--- src/rtl/spi_pixel_rx_pkg.sv ---
// Shared types and constants for the SPI pixel receiver.
package spi_pixel_rx_pkg;

  typedef enum logic [1:0] {
    RX_IDLE  = 2'd0,
    RX_SHIFT = 2'd1,
    RX_DRAIN = 2'd2,
    RX_DONE  = 2'd3
  } rx_state_t;

  // SCLK may run at most at clk/SCLK_MIN_DIV so the synchronizers see every edge.
  localparam int SCLK_MIN_DIV = 8;

  localparam int SYNC_STAGES = 2;

endpackage

--- src/rtl/spi_pixel_rx_byte_fifo.sv ---
// Small power-of-two byte FIFO with extra-MSB pointers; push and pop may
// coincide at any occupancy, including full.
module byte_fifo #(
  parameter int WIDTH = 8,
  parameter int DEPTH = 4
) (
  input  logic                     clk,
  input  logic                     rst_n,
  input  logic                     push_i,
  input  logic [WIDTH-1:0]         data_i,
  input  logic                     pop_i,
  output logic [WIDTH-1:0]         data_o,
  output logic                     full_o,
  output logic                     empty_o,
  output logic [$clog2(DEPTH):0]   count_o
);

  localparam int AW = $clog2(DEPTH);

  logic [WIDTH-1:0] mem_q [DEPTH];
  logic [AW:0]      wr_ptr_q, wr_ptr_d;
  logic [AW:0]      rd_ptr_q, rd_ptr_d;
  logic             do_push;
  logic             do_pop;

  assign empty_o = (wr_ptr_q == rd_ptr_q);
  assign full_o  = (wr_ptr_q[AW] != rd_ptr_q[AW]) &&
                   (wr_ptr_q[AW-1:0] == rd_ptr_q[AW-1:0]);
  assign count_o = wr_ptr_q - rd_ptr_q;

  // A pop frees the head slot in the same cycle, so a full FIFO can still take a push.
  assign do_pop  = pop_i & ~empty_o;
  assign do_push = push_i & (~full_o | do_pop);

  assign data_o  = empty_o ? '0 : mem_q[rd_ptr_q[AW-1:0]];

  always_comb begin
    wr_ptr_d = wr_ptr_q;
    rd_ptr_d = rd_ptr_q;
    if (do_push) wr_ptr_d = wr_ptr_q + 1'b1;
    if (do_pop)  rd_ptr_d = rd_ptr_q + 1'b1;
  end

  always_ff @(posedge clk or negedge rst_n) begin
    if (!rst_n) begin
      wr_ptr_q <= '0;
      rd_ptr_q <= '0;
    end else begin
      wr_ptr_q <= wr_ptr_d;
      rd_ptr_q <= rd_ptr_d;
    end
  end

  always_ff @(posedge clk) begin
    if (do_push) mem_q[wr_ptr_q[AW-1:0]] <= data_i;
  end

endmodule

--- src/rtl/spi_pixel_rx.sv ---
// SPI mode-0 slave receiving MSB-first grayscale pixels, buffering them in a
// byte FIFO and handing them downstream with a valid/ready pair.
module spi_pixel_rx
  import spi_pixel_rx_pkg::*;
#(
  parameter int CLOCK_SPEED      = 50000000,
  parameter int IMAGEX           = 64,
  parameter int IMAGEY           = 64,
  parameter int IMAGE_SIZE       = IMAGEX * IMAGEY,
  parameter int IMAGE_ADDR_WIDTH = $clog2(IMAGE_SIZE),
  parameter int RGB_SIZE         = 8,
  parameter int FIFO_DEPTH       = 4
) (
  input  logic                        clk,
  input  logic                        rst,
  input  logic                        spi_sclk,
  input  logic                        spi_mosi,
  input  logic                        spi_cs_n,
  output logic                        spi_miso,
  input  logic                        MCU_RX_RDY,
  output logic                        MCU_TX_RDY,
  output logic [RGB_SIZE-1:0]         external_SPI_data,
  output logic [IMAGE_ADDR_WIDTH:0]   pixel_count,
  output logic                        frame_done,
  output logic                        overflow,
  output rx_state_t                   dbg_state
);

  localparam int BIT_W = $clog2(RGB_SIZE);
  localparam int CNT_W = $clog2(FIFO_DEPTH) + 1;
  localparam logic [BIT_W-1:0]          LAST_BIT     = BIT_W'(RGB_SIZE - 1);
  localparam logic [IMAGE_ADDR_WIDTH:0] FRAME_PIXELS = (IMAGE_ADDR_WIDTH + 1)'(IMAGE_SIZE);
  localparam logic [CNT_W-1:0]          MISO_LIMIT   = CNT_W'(FIFO_DEPTH - 1);

  if (FIFO_DEPTH < 2 || (FIFO_DEPTH & (FIFO_DEPTH - 1)) != 0 ||
      CLOCK_SPEED < SCLK_MIN_DIV || RGB_SIZE < 3) begin : g_param_check
    $error("spi_pixel_rx: unsupported parameter set");
  end

  // Handshake: a pixel moves downstream on every clk edge where MCU_TX_RDY
  // and MCU_RX_RDY are both 1; external_SPI_data holds while MCU_TX_RDY=1
  // and MCU_RX_RDY=0, and MCU_TX_RDY never drops without a transfer.

  logic [SYNC_STAGES-1:0] sclk_sync_q, mosi_sync_q, cs_sync_q;
  logic                   sclk_prev_q, cs_prev_q;
  logic                   sclk_s, mosi_s, cs_s;
  logic                   sclk_rise, cs_fall, cs_rise;

  rx_state_t state_q, state_d;

  logic [BIT_W-1:0]          bit_cnt_q;
  logic [RGB_SIZE-2:0]       shift_q;
  logic [RGB_SIZE-1:0]       byte_q;
  logic                      byte_valid_q;
  logic [IMAGE_ADDR_WIDTH:0] pixel_count_q;
  logic                      frame_done_q;
  logic                      overflow_q;
  logic                      miso_q;

  logic                      frame_start;
  logic                      accept_byte;
  logic                      shift_en;
  logic                      pix_at_max;
  logic                      pop;
  logic                      drop;
  logic                      fifo_full, fifo_empty;
  logic [CNT_W-1:0]          fifo_count;
  logic [RGB_SIZE-1:0]       fifo_head;

  always_ff @(posedge clk or negedge rst) begin
    if (!rst) begin
      sclk_sync_q <= '0;
      mosi_sync_q <= '0;
      cs_sync_q   <= '1;
      sclk_prev_q <= 1'b0;
      cs_prev_q   <= 1'b1;
    end else begin
      sclk_sync_q <= {sclk_sync_q[SYNC_STAGES-2:0], spi_sclk};
      mosi_sync_q <= {mosi_sync_q[SYNC_STAGES-2:0], spi_mosi};
      cs_sync_q   <= {cs_sync_q[SYNC_STAGES-2:0], spi_cs_n};
      sclk_prev_q <= sclk_s;
      cs_prev_q   <= cs_s;
    end
  end

  assign sclk_s    = sclk_sync_q[SYNC_STAGES-1];
  assign mosi_s    = mosi_sync_q[SYNC_STAGES-1];
  assign cs_s      = cs_sync_q[SYNC_STAGES-1];
  assign sclk_rise = sclk_s & ~sclk_prev_q;
  assign cs_fall   = ~cs_s & cs_prev_q;
  assign cs_rise   = cs_s & ~cs_prev_q;

  assign pix_at_max = (pixel_count_q == FRAME_PIXELS);
  assign pop        = MCU_TX_RDY & MCU_RX_RDY;
  // Bytes still shift in RX_DONE so that surplus bytes can be flagged.
  assign shift_en   = (state_q == RX_SHIFT) || (state_q == RX_DONE);

  always_ff @(posedge clk or negedge rst) begin
    if (!rst) state_q <= RX_IDLE;
    else      state_q <= state_d;
  end

  always_comb begin
    state_d     = state_q;
    frame_start = 1'b0;
    accept_byte = 1'b0;
    unique case (state_q)
      RX_IDLE: begin
        if (cs_fall) begin
          frame_start = 1'b1;
          state_d     = RX_SHIFT;
        end
      end
      RX_SHIFT: begin
        accept_byte = byte_valid_q;
        if (pix_at_max)   state_d = RX_DONE;
        else if (cs_rise) state_d = RX_DRAIN;
      end
      RX_DRAIN: begin
        // A byte completed right as cs_n rose still belongs to this frame.
        accept_byte = byte_valid_q;
        if (pix_at_max)                       state_d = RX_DONE;
        else if (fifo_empty && !byte_valid_q) state_d = RX_IDLE;
      end
      RX_DONE: begin
        if (cs_fall) begin
          frame_start = 1'b1;
          state_d     = RX_SHIFT;
        end
      end
      default: state_d = RX_IDLE;
    endcase
  end

  assign drop = (accept_byte & fifo_full & ~pop) |
                (byte_valid_q & (state_q == RX_DONE));

  always_ff @(posedge clk or negedge rst) begin
    if (!rst) begin
      bit_cnt_q    <= '0;
      shift_q      <= '0;
      byte_q       <= '0;
      byte_valid_q <= 1'b0;
    end else begin
      byte_valid_q <= 1'b0;
      if (frame_start || cs_rise) begin
        bit_cnt_q <= '0;
        shift_q   <= '0;
      end else if (sclk_rise && !cs_s && shift_en) begin
        shift_q   <= {shift_q[RGB_SIZE-3:0], mosi_s};
        bit_cnt_q <= bit_cnt_q + 1'b1;
        if (bit_cnt_q == LAST_BIT) begin
          byte_q       <= {shift_q, mosi_s};
          byte_valid_q <= 1'b1;
        end
      end
    end
  end

  always_ff @(posedge clk or negedge rst) begin
    if (!rst) begin
      pixel_count_q <= '0;
      overflow_q    <= 1'b0;
      frame_done_q  <= 1'b0;
      miso_q        <= 1'b1;
    end else begin
      if (frame_start) begin
        pixel_count_q <= '0;
        overflow_q    <= 1'b0;
      end else begin
        if (pop && !pix_at_max) pixel_count_q <= pixel_count_q + 1'b1;
        if (drop)               overflow_q    <= 1'b1;
      end
      frame_done_q <= (state_d == RX_DONE);
      miso_q       <= (fifo_count < MISO_LIMIT);
    end
  end

  byte_fifo #(
    .WIDTH (RGB_SIZE),
    .DEPTH (FIFO_DEPTH)
  ) u_fifo (
    .clk     (clk),
    .rst_n   (rst),
    .push_i  (accept_byte),
    .data_i  (byte_q),
    .pop_i   (pop),
    .data_o  (fifo_head),
    .full_o  (fifo_full),
    .empty_o (fifo_empty),
    .count_o (fifo_count)
  );

  assign MCU_TX_RDY        = ~fifo_empty;
  assign external_SPI_data = fifo_head;
  assign pixel_count       = pixel_count_q;
  assign frame_done        = frame_done_q;
  assign overflow          = overflow_q;
  assign spi_miso          = miso_q;
  assign dbg_state         = state_q;

endmodule

--- config.mk ---
export PLATFORM = sky130hd
export DESIGN_NAME = spi_pixel_rx
export DESIGN_NICKNAME = d
export VERILOG_FILES = /design/src/rtl/spi_pixel_rx_pkg.sv /design/src/rtl/spi_pixel_rx_byte_fifo.sv /design/src/rtl/spi_pixel_rx.sv
export SDC_FILE = /design/constraint.sdc
export NUM_CORES = 1
export LEC_CHECK = 0
export ABC_AREA = 1
export CAP_MARGIN = 25
export CELL_PAD_IN_SITES_DETAIL_PLACEMENT = 0
export CELL_PAD_IN_SITES_GLOBAL_PLACEMENT = 1
export CORE_ASPECT_RATIO = 1.5
export CORE_MARGIN = 2
export CORE_UTILIZATION = 53
export DETAILED_ROUTE_END_ITERATION = 10
export DONT_BUFFER_PORTS = 1
export GPL_TIMING_DRIVEN = 0
export PLACE_DENSITY_LB_ADDON = 0.05
export SYNTH_ARGS = -nofsm -noshare
export SYNTH_HDL_FRONTEND = slang
export SYNTH_SLANG_ARGS = --single-unit
--- constraint.sdc ---
create_clock -name clk -period 3.5 [get_ports clk]
set_input_delay 0.7 -clock clk [delete_from_list [all_inputs] [get_ports clk]]
set_output_delay 0.7 -clock clk [all_outputs]
set_load 0.05 [all_outputs]
Word-level counts from Yosys, hierarchy flattened

Memory sizes are Yosys's and may differ from the RTL's.
Cells that the tools add are included.

Register bits: 51
Latch bits: 0
RAM bits: 32
Bits in read-only memories: 0
Input port bits: 6
Output and inout bits: 27
Logic and storage cells: 90
Memories: 1

Add/sub/neg operators: 5
Multipliers: 0
Div/mod/pow operators: 0
Magnitude comparators: 1
Eq/ne operators: 9
Shifts and indexed selects: 0
Mux-type cells: 23
Bitwise operators: 18
Reductions and logical operators: 17

Memory list:

| name         | depth | bits a word | read ports | clocked after Yosys merged registers in | wr ports | RTL line                     | source |
|---|---|---|---|---|---|---|---|
| u_fifo.mem_q | 4     | 8           | 1          | 0                                       | 1        | spi_pixel_rx_byte_fifo.sv:20 | `logic [WIDTH-1:0] mem_q [DEPTH];` |

Operators by type and width:

| operator              | number |
|---|---|
| $mux 13               | 2 |
| $mux 7                | 2 |
| $add 13x1->13 const B | 1 |
| $eq 13x13->1 const B  | 1 |
| $mux 1                | 10 |
| $mux 2                | 5 |
| $add 3x1->3 const B   | 3 |
| $and 1x1->1           | 9 |
| $mux 8                | 1 |
| $not 1->1             | 7 |
| $eq 2x2->1 const B    | 3 |
| $mux 3                | 2 |
| $pmux 2 s3            | 1 |
| $reduce_bool 2->1     | 3 |
| $logic_and 1x1->1     | 5 |
| $reduce_or 2->1       | 2 |
| $eq 3x3->1            | 1 |
| $eq 3x3->1 const B    | 1 |
| $logic_not 1->1       | 3 |
| $lt 3x2->1 const B    | 1 |
| $reduce_and 3->1      | 1 |
| $sub 3x3->3           | 1 |
| $eq 2x1->1 const B    | 1 |
| $eq 2x2->1            | 1 |
| 4 further kinds       | 6 |

Longest topological paths before layout

Gate-level depths: netlist (run 1).

Word-level depth: 8
Depth in mapped cells: 12
Gate-level depth less buffers: 11

Cells and area by module

From an unflattened synthesis (run 1), not the netlist that was laid out.

Cell total of the unflattened synthesis: 415
Area, all modules: 3946.3 um^2

Modules (own cells, without submodules):

| module       | instances | cells each | area an instance (um^2) | sequential area each (um^2) |
|---|---|---|---|---|
| spi_pixel_rx | 1         | 259        | 2215.9                  | 1131.1 |
| byte_fifo    | 1         | 156        | 1730.4                  | 1111.1 |

Least setup slack after synthesis (run 1)

OpenSTA, ideal clock, no wires.

Path type: register to output
From: reg u_fifo.rd_ptr_q[1]
To: out external_SPI_data[0]
Arrival time: 2074 ps
Data required time: 2800 ps
Path slack: 726 ps
Cell stages (with the launch flop): 7
Path buffers: 1
Path through: dfrtp_1 -> clkbuf_1 -> inv_2 -> ha_1 -> nand2_1 -> nor2_8 -> a21oi_1

Longest elaborated chain between the ends: 2

RTL lines:

| item                                             | RTL line                     | source |
|---|---|---|
| start: declaration                               | spi_pixel_rx_byte_fifo.sv:22 | `logic [AW:0] rd_ptr_q, rd_ptr_d;` |
| start signal: assignment                         | spi_pixel_rx_byte_fifo.sv:50 | `rd_ptr_q <= rd_ptr_d;` |
| $mem_v2 4x8 / $eq 3x3->1 (equally long branches) | -                            |  |
| $mux 8 (*)                                       | spi_pixel_rx_byte_fifo.sv:35 | `assign data_o = empty_o ? '0 : mem_q[rd_ptr_q[AW-1:0]];` |
| end: declaration                                 | spi_pixel_rx.sv:22           | `output logic [RGB_SIZE-1:0] external_SPI_data,` |

Every way passes the cells marked *; elsewhere a longest branch is shown, timed or not.

Final worst setup path (run 1)

From: reg u_fifo.rd_ptr_q[1]
To: out external_SPI_data[3]

Same word-level chain as after synthesis.

==> results of run 1 <==
## state kept, by name, summed over array words and instances, names as in the netlist
signal           flops
byte_valid_q         1
shift_q              7
overflow             1
cs_sync_q            2
dbg_state            2
spi_miso             1
bit_cnt_q            3
mosi_sync_q          2
sclk_sync_q          2
pixel_count         13
byte_q               8
u_fifo.rd_ptr_q      3
sclk_prev_q          1
u_fifo.wr_ptr_q      3
cs_prev_q            1
u_fifo.mem_q        32
frame_done           1
## cells by family (layout without fill, tap and decap cells)
kind of cell | count (synthesis) | count (layout)
fa+ha+maj | 15 | 15
buf+inv | 55 | 71
compound gates | 59 | 59
flops | 83 | 83
xor+xnor | 12 | 12
simple gates | 167 | 167
## power breakdown
part / total, mW / internal (mW) / leakage [nW] / switching [mW]
clock: 0.744 / 0.404 / 0.112 / 0.340
sequential: 1.31 / 1.08 / 1.02 / 0.231
combinational: 1.02 / 0.265 / 0.764 / 0.753
total: 3.07 / 1.75 / 1.89 / 1.32
## worst max-delay path by stage
stage | to | cells past startpoint | start
detailed placement | external_SPI_data[6] | 6 | u_fifo.rd_ptr_q[1]$_DFFE_PN0P_
finish | external_SPI_data[3] | 6 | u_fifo.rd_ptr_q[1]$_DFFE_PN0P_
global placement | external_SPI_data[6] | 6 | u_fifo.rd_ptr_q[1]$_DFFE_PN0P_
global route | external_SPI_data[1] | 6 | u_fifo.rd_ptr_q[1]$_DFFE_PN0P_
CTS | external_SPI_data[3] | 6 | u_fifo.rd_ptr_q[1]$_DFFE_PN0P_
floorplan | external_SPI_data[0] | 6 | u_fifo.rd_ptr_q[1]$_DFFE_PN0P_
## worst max-delay path, delay by kind of cell, from the launching register on
| kind | cells | cell delay [ns] |
|---|---|---|
| AOI/OAI and AO/OA | 1 | 0.81 |
| adders and majority gates | 1 | 0.34 |
| buffers and inverters | 2 | 0.64 |
| DFF | 1 | 0.35 |
| and+or+nand+nor | 2 | 0.29 |
## area by class of cell
| class | instances | area, µm² | area share (%) |
|---|---|---|---|
| Clock buffer | 12 | 170 | 4.01 |
| Inverter | 48 | 183 | 4.30 |
| Multi-Input combinational cell | 253 | 1420 | 33.5 |
| Sequential cell | 83 | 2240 | 52.8 |
| Buffer | 7 | 46.3 | 1.09 |
| Clock inverter | 4 | 55.1 | 1.30 |
| Tap cell | 100 | 125 | 2.95 |
## synthesized netlist by cell type (all sizes together)
library cell / n / share of area [%]
nand4: 8 / 1.3
ha: 14 / 4.5
edfxtp: 32 / 25
inv: 48 / 4.7
or2: 1 / 0.16
o21ai: 36 / 5.2
clkbuf: 2 / 0.19
dfstp: 4 / 2.7
nor3b: 1 / 0.32
xor2: 12 / 2.7
fa: 1 / 0.52
o22ai: 7 / 1.1
dfrtp: 47 / 30
nor3: 1 / 0.13
a21oi: 14 / 1.8
nor2: 66 / 7.4
a211oi: 1 / 0.19
o21bai: 1 / 0.19
nand3: 19 / 3.4
buf: 5 / 1.0
nand2: 71 / 7.4
## what timing repair did
action                     in CTS  in global routing
gates cloned                    0                  0
setup endpoints to repair       8                  6
hold buffers                    0                  0
gates resized for setup         2                  1
## metal layers
layer / global-route usage [%] / up-vias / wire length (µm)
met5: 0 / - / 0
met4: 9.87 / 0 / 131
met3: 4.81 / 11 / 225
met2: 37.9 / 38 / 4250
met1: 22.3 / 1275 / 2930
li1: - / 1302 / -
## per-stage QoR
step	hold WS, ns	TNS, ns	total power [mW]	setup slack, ns
after floorplan	0.331	0	2.15	0.726
after global placement	0.334	0	2.33	0.341
after detailed placement	0.335	0	2.35	0.356
after CTS	0.0167	-0.165	3.10	-0.0379
after global routing	0.00381	-0.613	3.26	-0.134
final	0.0377	0	3.07	0.0164
## placed cells by master, fill, tap and decap left out, drive strengths merged
cell / count
a211oi: 1
a21oi: 14
buf: 5
bufinv: 1
clkbuf: 14
clkinv: 1
clkinvlp: 1
dfrtp: 47
dfstp: 4
edfxtp: 32
fa: 1
ha: 14
inv: 49
nand2: 71
nand3: 19
nand4: 8
nor2: 66
nor3: 1
nor3b: 1
o21ai: 36
o21bai: 1
o22ai: 7
or2: 1
xor2: 12
==> flow_summary.json, run 1 <==
{
  "clk_pin_slew_worst_paths_ns": 0.08,
  "wl_per_cell_um": 14.9,
  "period_share_pct": 99.5,
  "fmax_mhz": 287,
  "place.gp.congestion": 0.877,
  "required_ns": 2.80,
  "overflow": 0,
  "dieArea_mm2": 0.00804,
  "num_rows": 38,
  "ios": 33,
  "area_growth_pct": 9.31,
  "regToRegEndpoint": "u_fifo.mem_q[3][5]$_DFFE_PP_",
  "drc": 0,
  "finalSetupViolCount": 0,
  "synth_fa_ha_area_share_pct": 5.03,
  "utilization_pct": 59.1,
  "critical_path_class": "reg2out",
  "insertion_delay_ns": 0.35,
  "yosys.area_share.simple_pct": 20.1,
  "hp-class": "in2async",
  "vias_per_cell": 5.18,
  "max-slew-margin-rel_pct": 30.6,
  "p_leak_nw": 1.89,
  "cts_buffer_depth": 2,
  "cp_max_fo": 11,
  "portBuffers": 0,
  "ant_nets": 0,
  "die_y_um": 109,
  "die_w_um": 73.9,
  "rsz0062_at_grt": "yes",
  "insertedDiodeCount": 0,
  "worst_pin_slew_ns": 1.04,
  "synth_nets": 412,
  "fin_area_mm2": 0.00425,
  "syn_inst": 391,
  "power_density_mw_per_mm2": 724,
  "cts_tree": "yes",
  "hold_viol_final": 0,
  "synth_xor_xnor_area_share_pct": 2.71,
  "crit-reg2reg-launch": "u_fifo.rd_ptr_q[1]$_DFFE_PN0P_",
  "grt_max_degree": 52,
  "cts_made_buffers": 9,
  "drive_gt1_share_pct": 15.7,
  "cts_root_buffer": "clkbuf_8",
  "post_cts_buffers": 0,
  "detail_route.iter0.violations": 89,
  "synth_top_family_by_area": "simple AND/OR/NAND/NOR gates",
  "rr_worst_depth": 8,
  "vdd_drop_max_uv": 342,
  "slew_viol_final": 0,
  "synth_seq_area_share_pct": 57.7,
  "nFillCells": 646,
  "cp_slowest_cell": "a21oi_1",
  "drt-total-wl_mm": 7.55,
  "synth_compound_area_share_pct": 8.54,
  "endpoint_kind": "output port",
  "antenna_found_initial": 0,
  "critical_path.cell_chain": "clkbuf_1 -> inv_2 -> ha_1 -> nand2_1 -> nor2_8 -> a21oi_1",
  "cts.sinks": 83,
  "ctsHtreeMaxLevel": 3,
  "placedCellCount": 491,
  "nets": 423,
  "outcome": "finished, final reports clean",
  "dr.pass1.iters": 4,
  "reg2reg_setup_slack_ns": 0.70,
  "hpwl_mm": 5.37,
  "synth_cell_types": 33,
  "syn_area_per_cell_um2": 9.93,
  "critPathLaunchType": "register",
  "netlist_area_mm2": 0.00388,
  "postPlaceCellArea_mm2": 0.00401,
  "vias": 2626,
  "yosysWarnings": 0,
  "period_needed_ns": 3.48,
  "finClkSkew_ns": 0.00587,
  "cpPeakStageDelay_ns": 0.81,
  "arrival_ns": 2.78,
  "grt_usage_pct": 20.9,
  "stdcell_count": 507,
  "start_util_pct": 54.1,
  "grt_pass1_wl_mm": 12.3,
  "maxCapViolCount": 0,
  "synthMuxAreaShare_pct": 0,
  "grt_pass1_vias": 2642,
  "core-area_mm2": 0.00718,
  "synth-seq-cells": 83
}
(Power assumes the default switching activity.)
==> inputs of run 2 (changes only) <==
- CORE_UTILIZATION: 53 -> 30
==> run 2 against run 1 <==
Compared with the run above: the run now ends with negative setup slack left; global-route usage decreased by 7.2 points; cell count increased by 11%; highest routed layer unchanged; flip-flop and latch count unchanged; combinational power about the same; fmax decreased by 0.68%; hold slack improved by 0.023 ns.
==> flow_summary.json, run 2 (synthesized netlist as in run 1, its figures left out) <==
{
  "p_leak_nw": 1.93,
  "dr.pass1.iters": 4,
  "outcome": "complete, but fails checks",
  "dieArea_mm2": 0.0139,
  "largest_register_ffs": 32,
  "fin_area_mm2": 0.00437,
  "insertedDiodeCount": 0,
  "rsz0062_at_grt": "yes",
  "wl_per_cell_um": 15.8,
  "hpwl_mm": 6.36,
  "grt_max_degree": 52,
  "cts_tree": "yes",
  "power_mw": 3.23,
  "antenna_found_initial": 0,
  "area_growth_pct": 12.6,
  "grt_pass1_wl_mm": 14.5,
  "grt_pass1_vias": 2624,
  "clk_pin_slew_worst_paths_ns": 0.06,
  "place.gp.congestion": 0.723,
  "hold_buffers": 0,
  "period_share_pct": 100,
  "critical_path_class": "reg2out",
  "cp_max_fo": 11,
  "vdd_drop_max_uv": 281,
  "drt-total-wl_mm": 8.88,
  "cts_root_buffer": "clkbuf_16",
  "nFillCells": 1292,
  "hold_viol_final": 0,
  "drive_gt1_share_pct": 15.4,
  "finClkSkew_ns": 0.00638,
  "detail_route.iter0.violations": 69,
  "placedCellCount": 547,
  "core-area_mm2": 0.0126,
  "slew_viol_final": 0,
  "critPathLaunchType": "register",
  "finalSetupViolCount": 2,
  "power_density_mw_per_mm2": 739,
  "required_ns": 2.80,
  "grt_usage_pct": 13.7,
  "mostFrequentLayoutCells": "nand2_1 (67), nor2_1 (63), dfrtp_1 (47), edfxtp_1 (32), inv_1 (31)",
  "hp-class": "in2async",
  "nets": 424,
  "cts_made_buffers": 9,
  "fmax_mhz": 285,
  "stdcell_count": 564,
  "ios": 33,
  "portBuffers": 0,
  "arrival_ns": 2.81,
  "die_y_um": 143,
  "utilization_pct": 34.8,
  "maxCapViolCount": 0,
  "vias_per_cell": 4.61,
  "post_cts_buffers": 0,
  "period_needed_ns": 3.51,
  "ctsHtreeMaxLevel": 3,
  "insertion_delay_ns": 0.33,
  "overflow": 0,
  "cts.sinks": 83,
  "final_common_cell": "nand2_1",
  "ant_nets": 0,
  "seq_area_mm2": 0.00224,
  "postPlaceCellArea_mm2": 0.00408,
  "setup_tns_ns": -0.0130,
  "endpoint_kind": "output port",
  "num_rows": 50,
  "drc": 0,
  "worst_slack_ns": -0.00726,
  "start_util_pct": 30.9,
  "worst_pin_slew_ns": 1.05,
  "multi_input_area_mm2": 0.00142,
  "violations": "negative setup slack",
  "cts_buffer_depth": 2,
  "max-slew-margin-rel_pct": 30.3,
  "vias": 2600,
  "die_w_um": 96.9
}
## run 2: repair_timing
item | in CTS | in global routing
cloned | 0 | 0
resized for setup | 2 | 0
endpoints found under the hold margin | 0 | 0
endpoints found under the setup margin | 8 | 6
## run 2: critical path: stages, from the launching register on
cell	delay (ns)
dfrtp_1	0.34
clkbuf_1	0.40
inv_2	0.25
ha_1	0.34
nand2_1	0.19
nor2_8	0.11
a21oi_1	0.82
## run 2: area by class of cell
class	instances	area share, %
clock inverter	7	1.20
tap	156	4.46
buffer	7	1.06
inverter	48	4.18
clock buffer	9	5.15
timing repair buffer	1	0.172
sequential	83	51.3
multi-input combinational	253	32.5
## run 2: path summary, 6_finish.rpt
check / start / to / slack [ns] / cells past startpoint
max in group asynchronous: rst / spi_miso$_DFF_PN1_ / 3.24 / 0
min: rst / mosi_sync_q[0]$_DFF_PN0_ / 0.06 / 0
min reg2reg: mosi_sync_q[0]$_DFF_PN0_ / mosi_sync_q[1]$_DFF_PN0_ / 0.35 / 0
max reg2reg: u_fifo.rd_ptr_q[1]$_DFFE_PN0P_ / u_fifo.mem_q[2][6]$_DFFE_PP_ / 0.61 / 8
min in group clk: mosi_sync_q[0]$_DFF_PN0_ / mosi_sync_q[1]$_DFF_PN0_ / 0.35 / 0
max: u_fifo.rd_ptr_q[1]$_DFFE_PN0P_ / external_SPI_data[0] / -0.007 / 6
## run 2: routing by layer
| metal | track usage [%] | wire length, µm | share of wire [%] | vias up |
|---|---|---|---|---|
| met5 | 0 | 0 | 0 | - |
| li1 | - | - | - | 1308 |
| met1 | 14.6 | 3500 | 39 | 1244 |
| met3 | 3.02 | 321 | 3.6 | 8 |
| met2 | 26.2 | 4960 | 56 | 40 |
| met4 | 5.34 | 101 | 1.1 | 0 |
## run 2: report_power, final
part	switching [mW]	internal, mW	total (mW)
Combinational	0.775	0.263	1.04
Clock	0.394	0.485	0.880
Sequential	0.233	1.08	1.31
Total	1.40	1.83	3.23
## run 2: stage by stage
stage,setup slack [ns],hold slack [ns]
after global placement,0.240,0.335
after CTS,-0.109,0.0418
after floorplan,0.726,0.331
after global routing,-0.192,0.0367
final,-0.00726,0.0606
after detailed placement,0.234,0.336
==> inputs of run 3 (changes only) <==
==> constraint.sdc (replaced) <==
create_clock -name clk -period 3.5 [get_ports clk]
set_input_delay 0.7 -clock clk [delete_from_list [all_inputs] [get_ports clk]]
set_output_delay 0.7 -clock clk [all_outputs]
set_load 0.02 [all_outputs]
==> run 3 against run 2 <==
Compared with the run above: the run now ends clean; non-clock buffer count is the same; clock skew grew 0.00061 ns; combinational power shrank 16%; sequential share of layout area grew 0.088 points; cell count is the same; global-route usage is essentially flat; critical endpoint is now external_SPI_data[4].
==> flow_summary.json, run 3 (synthesized netlist as in run 1, its figures left out) <==
{
  "detail_route.iter0.violations": 71,
  "cp_max_fo": 11,
  "grt_pass1_vias": 2624,
  "ios": 33,
  "required_ns": 2.80,
  "start_util_pct": 30.9,
  "core-area_mm2": 0.0126,
  "cts_tree": "yes",
  "endpoint_kind": "output port",
  "setup_tns_ns": 0,
  "cts.sinks": 83,
  "cts_buffer_depth": 2,
  "grt_max_degree": 52,
  "slew_viol_final": 0,
  "critPathLaunchType": "register",
  "drt-total-wl_mm": 8.89,
  "vias": 2596,
  "pwr-share-comb_pct": 29.3,
  "ant_nets": 0,
  "overflow": 0,
  "mostFrequentLayoutCells": "nand2_1 (67), nor2_1 (63), dfrtp_1 (47), edfxtp_1 (32), inv_1 (31)",
  "power_frac_seq_pct": 41.1,
  "clk_pin_slew_worst_paths_ns": 0.06,
  "postPlaceCellArea_mm2": 0.00408,
  "dp_slack_ns": 0.418,
  "vdd_drop_max_uv": 231,
  "drc": 0,
  "finClkSkew_ns": 0.00699,
  "nets": 424,
  "swShare_pct": 38.6,
  "outcome": "finished, final reports clean",
  "grt_pass1_wl_mm": 14.5,
  "vias_per_cell": 4.60,
  "fmax_mhz": 321,
  "hp-class": "in2async",
  "cts_root_buffer": "clkbuf_16",
  "place.gp.congestion": 0.723,
  "ctsHtreeMaxLevel": 3,
  "p_switching_mw": 1.15,
  "dieArea_mm2": 0.0139,
  "cts_resized": 0,
  "grt_usage_pct": 13.7,
  "finalSetupViolCount": 0,
  "hold_viol_final": 0,
  "dr.pass1.iters": 4,
  "post_cts_buffers": 0,
  "period_share_pct": 89.0,
  "insertedDiodeCount": 0,
  "max-slew-margin-rel_pct": 39.0,
  "period_needed_ns": 3.11,
  "cts_made_buffers": 9,
  "drive_gt1_share_pct": 15.0,
  "hpwl_mm": 6.36,
  "maxCapViolCount": 0,
  "worst_pin_slew_ns": 0.911,
  "rsz0062_at_grt": "no",
  "die_y_um": 143,
  "wl_per_cell_um": 15.8,
  "critical_path_class": "reg2out",
  "arrival_ns": 2.41,
  "antenna_found_initial": 0,
  "largest_register_ffs": 32,
  "num_rows": 50,
  "p_int_mw": 1.83,
  "clockPowerShare_pct": 29.6,
  "rr_worst_depth": 8,
  "die_w_um": 96.9,
  "insertion_delay_ns": 0.33,
  "worst_slack_ns": 0.386,
  "hold_buffers": 0,
  "final_common_cell": "nand2_1",
  "power_density_mw_per_mm2": 682,
  "area_growth_pct": 12.4,
  "portBuffers": 0,
  "fin_area_mm2": 0.00436,
  "p_leak_nw": 1.93
}
[run 3: cell counts in the layout (fill, tap and decap cells not counted)]
No cell type changed its count.
[run 3: area by class of cell]
class	instances	area, µm²
Inverter	48	183
Multi-Input combinational cell	253	1410
Clock inverter	7	52.6
Buffer	7	46.3
Clock buffer	9	225
Timing Repair Buffer	1	7.51
Fill cell	1294	8210
Tap cell	156	195
Sequential cell	83	2240
[run 3: critical path, stage by stage, from the launching register on]
cell      delay (ns)
dfrtp_1         0.34
clkbuf_1        0.40
inv_2           0.25
ha_1            0.34
nand2_1         0.19
nor2_8          0.11
a21oi_1         0.43
[run 3: per-stage QoR]
stage,util [%],std cells,total power [mW],hold slack [ns]
after floorplan,-,391,1.90,0.331
after global placement,32.4,547,2.14,0.335
after detailed placement,32.4,547,2.14,0.336
after CTS,34.6,563,3.03,0.0418
after global routing,34.7,564,3.18,0.0367
final,34.7,564,2.98,0.0585
[run 3: power groups by stage]
stage	clock [mW]	sequential (mW)	combinational, mW
2_1_floorplan	0	1.21	0.690
3_3_place_gp	0	1.25	0.889
3_5_place_dp	0	1.25	0.895
4_1_cts	0.907	1.23	0.898
5_1_grt	0.952	1.24	0.987
6_report	0.881	1.22	0.873
[run 3: per-layer routing]
metal  global-route usage, %  part of all wire, %  wire [µm]  up-vias
met5                       0                    0          0        -
met2                    26.2                   56       4940       46
met1                    14.6                   39       3460     1234
met4                    5.34                  1.4        124        0
li1                        -                    -          -     1308
met3                    3.02                  4.0        357        8
[run 3: path summary, 6_finish.rpt]
path | from | slack (ns) | endpoint
min | rst | 0.06 | mosi_sync_q[0]$_DFF_PN0_
min reg2reg | mosi_sync_q[0]$_DFF_PN0_ | 0.35 | mosi_sync_q[1]$_DFF_PN0_
max in group asynchronous | rst | 3.24 | spi_miso$_DFF_PN1_
max reg2reg | u_fifo.rd_ptr_q[1]$_DFFE_PN0P_ | 0.60 | u_fifo.mem_q[2][7]$_DFFE_PP_
max | u_fifo.rd_ptr_q[1]$_DFFE_PN0P_ | 0.39 | external_SPI_data[4]
min in group clk | mosi_sync_q[0]$_DFF_PN0_ | 0.35 | mosi_sync_q[1]$_DFF_PN0_
